## src/rtl/multi_clk_div_if.sv

```systemverilog
// Register-port bundle for multi_clk_div: divisor write and divisor readback.
//   wr_en   divisor write strobe
//   wr_ch   channel index for the write
//   wr_div  new divisor value
//   rd_ch   channel index for readback
//   rd_div  registered divisor of channel rd_ch (1-cycle latency)
interface multi_clk_div_if #(
    parameter int unsigned CH_W  = 2,
    parameter int unsigned WIDTH = 16
);
    logic             wr_en;
    logic [CH_W-1:0]  wr_ch;
    logic [WIDTH-1:0] wr_div;
    logic [CH_W-1:0]  rd_ch;
    logic [WIDTH-1:0] rd_div;

    modport master (
        output wr_en,
        output wr_ch,
        output wr_div,
        output rd_ch,
        input  rd_div
    );

    modport slave (
        input  wr_en,
        input  wr_ch,
        input  wr_div,
        input  rd_ch,
        output rd_div
    );
endinterface

```

## src/rtl/multi_clk_div.sv

```systemverilog
// Runtime-programmable multi-channel clock divider.
// Each channel produces a one-cycle tick every D enabled cycles and a 50%
// square wave of period 2*D; D is writable and readable via reg_if.
//   clock      system clock, rising edge
//   reset      synchronous, active-low reset
//   en_i       per-channel count enable
//   sync_i     global phase-align strobe (clears all counters and clk_out)
//   reg_if     divisor write / readback port (slave side)
//   tick_o     one-cycle strobe per channel period
//   clk_out_o  square wave per channel
module multi_clk_div #(
    parameter int unsigned NUM_CH      = 4,
    parameter int unsigned CH_W        = 2,
    parameter int unsigned WIDTH       = 16,
    parameter int unsigned DEFAULT_DIV = 25000
) (
    input  logic              clock,
    input  logic              reset,
    input  logic [NUM_CH-1:0] en_i,
    input  logic              sync_i,
    multi_clk_div_if.slave    reg_if,
    output logic [NUM_CH-1:0] tick_o,
    output logic [NUM_CH-1:0] clk_out_o
);

    localparam logic [WIDTH-1:0] DIV_RST = WIDTH'(DEFAULT_DIV);
    localparam logic [WIDTH-1:0] ONE     = WIDTH'(1);

    logic [WIDTH-1:0]  div_q [NUM_CH];
    logic [WIDTH-1:0]  div_d [NUM_CH];
    logic [WIDTH-1:0]  cnt_q [NUM_CH];
    logic [WIDTH-1:0]  cnt_d [NUM_CH];
    logic [NUM_CH-1:0] tick_q, tick_d;
    logic [NUM_CH-1:0] clk_q, clk_d;
    logic [WIDTH-1:0]  rd_div_q, rd_div_d;
    logic [NUM_CH-1:0] wr_hit_c;

    // Decode the write port; out-of-range channel indices match nothing.
    always_comb begin
        wr_hit_c = '0;
        for (int i = 0; i < NUM_CH; i++) begin
            wr_hit_c[i] = reg_if.wr_en && (reg_if.wr_ch == CH_W'(i));
        end
    end

    // Per-channel next state: sync > write > hold > wrap > count.
    always_comb begin
        tick_d   = '0;
        clk_d    = clk_q;
        rd_div_d = '0;
        for (int i = 0; i < NUM_CH; i++) begin
            div_d[i] = div_q[i];
            cnt_d[i] = cnt_q[i];
        end

        for (int i = 0; i < NUM_CH; i++) begin
            // Divisor update is independent of sync.
            if (wr_hit_c[i]) begin
                div_d[i] = reg_if.wr_div;
            end

            if (sync_i) begin
                cnt_d[i] = '0;
                clk_d[i] = 1'b0;
            end else if (wr_hit_c[i]) begin
                // Restart the period; clk_out keeps its level.
                cnt_d[i] = '0;
            end else if (en_i[i] && (div_q[i] != '0)) begin
                if (cnt_q[i] == div_q[i] - ONE) begin
                    cnt_d[i]  = '0;
                    tick_d[i] = 1'b1;
                    clk_d[i]  = ~clk_q[i];
                end else begin
                    cnt_d[i] = cnt_q[i] + ONE;
                end
            end

            // Readback uses the pre-write divisor; rd_ch out of range reads 0.
            if (reg_if.rd_ch == CH_W'(i)) begin
                rd_div_d = div_q[i];
            end
        end
    end

    // State registers.
    always_ff @(posedge clock) begin
        if (!reset) begin
            for (int i = 0; i < NUM_CH; i++) begin
                div_q[i] <= DIV_RST;
                cnt_q[i] <= '0;
            end
            tick_q   <= '0;
            clk_q    <= '0;
            rd_div_q <= '0;
        end else begin
            for (int i = 0; i < NUM_CH; i++) begin
                div_q[i] <= div_d[i];
                cnt_q[i] <= cnt_d[i];
            end
            tick_q   <= tick_d;
            clk_q    <= clk_d;
            rd_div_q <= rd_div_d;
        end
    end

    assign tick_o        = tick_q;
    assign clk_out_o     = clk_q;
    assign reg_if.rd_div = rd_div_q;

endmodule

```

## src/flat_wrapper.sv

```systemverilog
// flat-port wrapper written by rule: the top's interface ports become plain ports
module multi_clk_div_flat 
#(
    parameter int unsigned NUM_CH      = 4,
    parameter int unsigned CH_W        = 2,
    parameter int unsigned WIDTH       = 16,
    parameter int unsigned DEFAULT_DIV = 25000
)
  (clock, reset, en_i, sync_i, tick_o, clk_out_o, reg_if_wr_en, reg_if_wr_ch, reg_if_wr_div, reg_if_rd_ch, reg_if_rd_div);
  multi_clk_div_if #(.CH_W(CH_W), .WIDTH(WIDTH)) reg_if_i ();
  input  logic clock;
  input  logic reset;
  input  logic [NUM_CH-1:0] en_i;
  input  logic sync_i;
  output logic [NUM_CH-1:0] tick_o;
  output logic [NUM_CH-1:0] clk_out_o;
  input wire logic [$bits(reg_if_i.wr_en)-1:0] reg_if_wr_en;
  input wire logic [$bits(reg_if_i.wr_ch)-1:0] reg_if_wr_ch;
  input wire logic [$bits(reg_if_i.wr_div)-1:0] reg_if_wr_div;
  input wire logic [$bits(reg_if_i.rd_ch)-1:0] reg_if_rd_ch;
  output wire logic [$bits(reg_if_i.rd_div)-1:0] reg_if_rd_div;
  assign reg_if_i.wr_en = reg_if_wr_en;
  assign reg_if_i.wr_ch = reg_if_wr_ch;
  assign reg_if_i.wr_div = reg_if_wr_div;
  assign reg_if_i.rd_ch = reg_if_rd_ch;
  assign reg_if_rd_div = reg_if_i.rd_div;
  multi_clk_div #(.NUM_CH(NUM_CH), .CH_W(CH_W), .WIDTH(WIDTH), .DEFAULT_DIV(DEFAULT_DIV)) u_core (.clock(clock), .reset(reset), .en_i(en_i), .sync_i(sync_i), .reg_if(reg_if_i), .tick_o(tick_o), .clk_out_o(clk_out_o));
endmodule
```

## config.mk

```make
export PLATFORM = sky130hd
export DESIGN_NAME = multi_clk_div_flat
export DESIGN_NICKNAME = d
export VERILOG_FILES = /design/src/rtl/multi_clk_div_if.sv /design/src/rtl/multi_clk_div.sv /design/src/flat_wrapper.sv
export SDC_FILE = /design/constraint.sdc
export NUM_CORES = 1
export LEC_CHECK = 0
export ABC_AREA = 0
export CAP_MARGIN = 10
export CORE_MARGIN = 2
export CORE_UTILIZATION = 45
export DETAILED_ROUTE_END_ITERATION = 10
export GPL_TIMING_DRIVEN = 0
export PLACE_DENSITY_LB_ADDON = 0.15
export SLEW_MARGIN = 15
export SYNTH_ARGS = -nofsm -noshare
export SYNTH_HDL_FRONTEND = slang
export SYNTH_SLANG_ARGS = --single-unit
```

## constraint.sdc

```tcl
create_clock -name clock -period 5 [get_ports clock]
set_clock_uncertainty 0.15 [all_clocks]
set_input_delay 1 -clock clock [delete_from_list [all_inputs] [get_ports clock]]
set_output_delay 1 -clock clock [all_outputs]
set_load 0.005 [all_outputs]
```

==> summary.md, run 1 <==
| Metric | Value |
|---|---|
| Status | `finished, final reports clean` |
| Switching Share | `roughly a quarter` |
| Fin worst setup slack | `between 1 and 1.5 ns` |
| Worst min path class | `flop to flop` |
| Top_reg_cell synth | `dfxtp_1` |
| Die width | `~140 microns` |
| Area growth from synthesis to layout | `16.4%` |
| Flop-to-flop setup slack | `about 1.2 ns` |
| Post-Syn Area | `between 0.008 and 0.009 sq mm` |
| Max Freq | `approximately 260 MHz` |
| Iteration-0 DRC Markers | `a little under 500` |
| Filler cells | `approximately 1800` |
| Fraction of registers with async set/reset | `0%` |
| Antenna violations before repair | `0` |
| IO Pins | `between 50 and 60` |
| First drt pass iteration count | `4` |
| Core ar. | `approximately 0.019 sq mm` |
| Clk Latency, worst-skew pair | `around 0.43 ns` |
| RSZ-0062 raised after global routing | `no` |
| Routability-driven placement congestion ratio | `0.864` |
| M3 GR Usage | `under 10%` |
| Worst slew margin | `a little under a third` |
| Design Power | `~2900 uW` |
| First-pass GRT wire length | `about 37000 microns` |
| FF/Latch Area | `~0.003 sq mm` |
| Max VDD drop | `around 0.24 mV` |
| Post-synth EDFFs | `0` |
| GR Util met1 | `between 30% and 40%` |
| Vias in the first global route | `between 6000 and 7000` |
| Reg2reg end | `u_core.cnt_q[0][13]` |
| Clock network power share | `approximately 47%` |
| Mapped Cells | `1030` |
| Die Y | `roughly 140 microns` |
| Tmin final | `~3.8 ns` |
| CTS sink count | `between 150 and 200` |
| CTS tree | `built` |
| Routed Antenna Nets | `0` |
| DRC | `0` |
| Slew Viols, Final | `0` |
| Setup CP Type | `flop to flop` |
| Gr ovfl total | `0` |
| Vias per std cell | `roughly 5.6` |
| P_sw | `~700 uW` |
| Htree depth | `4` |
| DP HPWL | `17500 microns` |
| Post-synth cell types | `61` |
| Final hold slack | `between 0.3 and 0.4 ns` |
| PortBufs | `47` |
| CTS buffer count | `17` |
| Hold Vio Cnt, Final | `0` |
| Critical Path End Type | `flop` |
| Tot GR Track Use | `between 20% and 30%` |
| # setup viols final | `0` |
| Final nets | `1132` |
| Vias post-DR | `roughly 7500` |
| Flop pwr share | `between 40% and 50%` |
| Global-route track usage on met2 | `38.8%` |
| Worst-Margin Slew | `around 1 ns` |
| Setup Fix Bufs, Post-CTS | `0` |
| CTS max path bufs | `2` |
| Power density cells | `296 mW/mm^2` |
| Multi-input logic area | `about 0.0051 sq mm` |
| Placed cell area | `around 0.0093 sq mm` |
| Worst setup SP type | `flop` |
| Post-CTS sizing | `0` |
| Share of cells above drive strength 1 | `6.04%` |
| Pin count of the biggest net entering global routing | `17` |
| Seq/Total Area, Yosys | `between 30% and 40%` |
| Register bit total from synthesis | `around 150` |
| WHS Endpoint | `u_core.clk_out_o[0]` |
| Leak | `0.00344 uW` |
| Clk slew on worst S/H paths | `0.06 ns` |
| # rows | `50` |
| Post-route design area | `just under 0.01 sq mm` |
| Crit path max fanout | `10` |
| Hold Buf Count CTS | `0` |
| WHS Path Cells | `2` |
| Setup TNS | `0 ns` |
| WL final | `about 23000 microns` |
| Root buffer cell | `clkbuf_16` |
| Critical path required time | `5.15 ns` |
| Starting Density | `between 40% and 50%` |
| Period utilization | `76.5%` |
| R2R depth | `9` |
| Crit path DAT | `~4.0 ns` |
| Number of max-cap violations | `0` |
| Int Pwr | `2220 uW` |
| Most common cell after layout, fill and taps aside | `nand2_1` |
| Logic pwr share | `9.0%` |
| GRT busiest layer | `met2` |
| R2R Path Start | `u_core.div_q[0][7]` |
| Hold_sp | `u_core.clk_out_o[0]` |
| DP Worst Slack | `~1.2 ns` |
| Post-Syn Nets | `1066` |
| Ant. Diodes | `0` |
| Ys Warns | `0` |
| Most frequent cells in the layout | `nand2_1, dfxtp_1, nor2_1` |
| Synthesized area per cell | `around 8.2 sq um` |
| Avg WL per Cell | `around 17 microns` |
| Die area | `0.0200 sq mm` |
## critical path, cell delays in order, from the launching register on
cell and delay [ns]:
dfxtp_1 0.29, clkbuf_1 0.22, nor4_1 0.92, nor4b_1 0.61, nor2_1 0.11, nor4_1 0.34
nand4_1 0.24, nand3_1 0.31, clkbuf_1 0.40, nor2_1 0.10
## area by class of cell
cell class	count	share of cell area [%]
repair buffers	47	4.76
inverters	22	0.836
well taps	234	2.96
multi-input cells	790	51.6
clock inverters	6	1.11
flip-flops and latches	152	30.8
plain buffers	66	2.66
clock buffers	26	5.25
## synthesized netlist by cell type, drive strengths merged (20+ instances only)
cell | number | area [sq um]
dfxtp | 152 | 3040
xor2 | 64 | 561
nand4 | 21 | 131
nor2 | 83 | 312
clkbuf | 58 | 219
and3 | 20 | 125
xnor2 | 73 | 639
nand2 | 164 | 616
inv | 22 | 82.6
and2 | 21 | 131
nand3 | 50 | 255
nor3 | 51 | 255
a21boi | 41 | 308
## logic make-up after synthesis
kind of cell	after synthesis	share of synthesized area (%)
AO/OA/AOI/OAI	120	10.3
AND/OR/NAND/NOR	501	29.2
adder cells (fa/ha/maj)	8	1.18
flip-flops	152	35.8
XOR/XNOR	137	14.1
multiplexers	24	5.22
buffers and inverters	88	4.07
## metrics by stage
step | utilization [%] | cells
after global routing | 53.2 | 1343
after detailed placement | 49.8 | 1311
final | 53.2 | 1343
after global placement | 49.8 | 1311
after floorplan | - | 1030
after CTS | 53.2 | 1343
## registers in the layout (all words and copies together) (netlist names)
signal and count:
u_core.reg_if.rd_div 16, u_core.clk_out_o 4, u_core.cnt_q 64, u_core.tick_o 4
u_core.div_q 64
## metal layers
layer,vias to the layer above,share of wire (%)
li1,3723,-
met1,3578,47
met2,185,47
met3,20,5.1
met4,0,1.6
met5,-,0
## worst max-delay path by stage
stage / from / end / slack [ns] / cells past startpoint
global placement: u_core.div_q[0][7] / u_core.cnt_q[0][10] / 1.26 / 9
finish: u_core.div_q[0][7] / u_core.cnt_q[0][13] / 1.18 / 9
detailed placement: u_core.div_q[0][7] / u_core.cnt_q[0][13] / 1.25 / 9
global route: u_core.div_q[0][7] / u_core.cnt_q[0][8] / 0.93 / 9
CTS: u_core.div_q[0][7] / u_core.cnt_q[0][10] / 1.24 / 9
floorplan: u_core.div_q[3][0] / u_core.clk_out_o[3] / 1.91 / 9
## power by group through the flow
stage / Combinational [uW] / Sequential, uW / Clock (uW)
2_1_floorplan: 171 / 1290 / 0
3_3_place_gp: 258 / 1300 / 0
3_5_place_dp: 260 / 1310 / 0
4_1_cts: 262 / 1280 / 1390
5_1_grt: 289 / 1280 / 1440
6_report: 263 / 1280 / 1380
No activity file was read; power rests on OpenSTA's default activity.
==> run 2, diff against run 1 <==
Clock period 5 ns to 3.14 ns, I/O delays scaled along.
==> run 2 against run 1 <==
Net effect: the flow now finishes with violations (negative setup slack); via count is 1.5% higher; final cell count is 0.30% higher; largest cell class unchanged; routed wire length is 2.1% higher; die area stayed put; critical path depth is 2 lower; cell area is 2.9% higher; sequential share of layout area is 0.78 points lower; power is 60% higher; combinational power is 66% higher; sequential power is 60% higher.
==> summary.md, run 2 (same netlist as run 1, synthesis figures left out) <==
| Metric | Value |
|---|---|
| Placed cell area | `0.00925 sq mm` |
| Leak | `around 0.0035 uW` |
| First drt pass iteration count | `5` |
| Tmin final | `roughly 3.1 ns` |
| Hold Vio Cnt, Final | `0` |
| Slew Viols, Final | `0` |
| Gr ovfl total | `0` |
| Most frequent cells in the layout | `nand2_1, dfxtp_1, nor2_1` |
| Filler cells | `1737` |
| Worst slew margin | `between 30% and 40%` |
| Vias in the first global route | `around 7000` |
| Clk Latency, worst-skew pair | `0.42 ns` |
| Vias post-DR | `about 7600` |
| Status | `complete, but fails checks` |
| Number of max-cap violations | `0` |
| Critical Path End Type | `flop` |
| Critical path required time | `roughly 3.3 ns` |
| Final nets | `roughly 1100` |
| PortBufs | `47` |
| DRC | `0` |
| Post-route design area | `between 0.01 and 0.015 sq mm` |
| Hold Buf Count CTS | `0` |
| IO Pins | `52` |
| Max Freq | `around 320 MHz` |
| Setup CP Type | `flop to flop` |
| Routability-driven placement congestion ratio | `approximately 0.86` |
| Global-route track usage on met2 | `39.3%` |
| Power density cells | `459 mW/mm^2` |
| Fin worst setup slack | `-0.00112 ns` |
| Share of cells above drive strength 1 | `9.79%` |
| DP HPWL | `17500 microns` |
| # rows | `50` |
| Die width | `~140 microns` |
| M3 GR Usage | `about 3.6%` |
| Iteration-0 DRC Markers | `between 500 and 600` |
| Crit path max fanout | `6` |
| Finished Layout Cells | `approximately 1300` |
| Period utilization | `100%` |
| GR Util met1 | `between 30% and 40%` |
| Htree depth | `4` |
| Worst-Margin Slew | `0.951 ns` |
| Worst setup SP type | `flop` |
| Routed Antenna Nets | `0` |
| Core ar. | `0.0186 sq mm` |
| Max VDD drop | `0.385 mV` |
| Antenna violations before repair | `0` |
| Clk slew on worst S/H paths | `around 0.06 ns` |
| First-pass GRT wire length | `between 30000 and 40000 microns` |
| Die area | `0.0200 sq mm` |
| CTS tree | `built` |
| Starting Density | `a little under half` |
| # setup viols final | `1` |
| Fin util | `54.7%` |
| Tot GR Track Use | `24.2%` |
| Die Y | `approximately 140 microns` |
| CTS buffer count | `17` |
| GRT busiest layer | `met2` |
| Avg WL per Cell | `approximately 18 microns` |
| CTS max path bufs | `2` |
| Vias per std cell | `5.66` |
| Ant. Diodes | `0` |
| Failing checks | `negative setup slack` |
| RSZ-0062 raised after global routing | `yes` |
| WL final | `about 24000 microns` |
| Most common cell after layout, fill and taps aside | `nand2_1` |
| Crit path DAT | `3.34 ns` |
| Pin count of the biggest net entering global routing | `17` |
| Worst min path class | `flop to flop` |
| CTS sink count | `~150` |
| Setup TNS | `-0.00112 ns` |
| Area growth from synthesis to layout | `19.8%` |
| Cells after DPL | `~1300` |
| Root buffer cell | `clkbuf_16` |
-- run 2: final timing paths --
check,endpoint,cells past startpoint,slack [ns],start
max,u_core.clk_out_o[3],7,-0.001,u_core.div_q[3][0]
min,u_core.clk_out_o[0],2,0.35,u_core.clk_out_o[0]
max reg2reg,u_core.clk_out_o[3],7,-0.001,u_core.div_q[3][0]
min reg2reg,u_core.clk_out_o[0],2,0.35,u_core.clk_out_o[0]
-- run 2: what timing repair did --
item                       CTS  global route
gates cloned                 1             0
setup endpoints to repair   63            51
resized for setup           24            25
pin swaps                    9             8
buffers inserted             9             4
-- run 2: critical path: stages (launching register included) --
cell,delay [ns]
dfxtp_4,0.37
buf_6,0.13
or4_4,0.55
o311a_1,0.30
or4_1,0.49
or4_4,0.59
or3_4,0.35
a21oi_2,0.14
-- run 2: where the power goes --
group	leakage [uW]	internal [uW]	switching (uW)
registers	0.00124	1970	73.4
clock network	0.000303	1380	807
logic	0.00201	199	238
total	0.00355	3550	1120
-- run 2: through the flow --
stage	setup slack, ns	total power, uW	hold WS [ns]
final	-0.00112	4670	0.347
after global placement	-0.605	2490	0.330
after global routing	-0.102	4820	0.362
after floorplan	0.0545	2320	0.312
after detailed placement	-0.614	2490	0.332
after CTS	0.000110	4680	0.349
-- run 2: cell type report --
cell class	instances	area [sq um]	share of cell area, %
Multi-Input combinational cell	790	5300	52.1
Sequential cell	152	3050	30.0
Timing Repair Buffer	61	583	5.73
Clock buffer	26	519	5.11
Tap cell	234	293	2.88
Buffer	56	231	2.28
Clock inverter	6	110	1.08
Inverter	22	82.6	0.812
-- run 2: routing by layer --
metal,part of all wire [%],up-vias
li1,-,3733
met1,46,3647
met2,47,207
met3,4.8,32
met4,1.9,0
met5,0,-
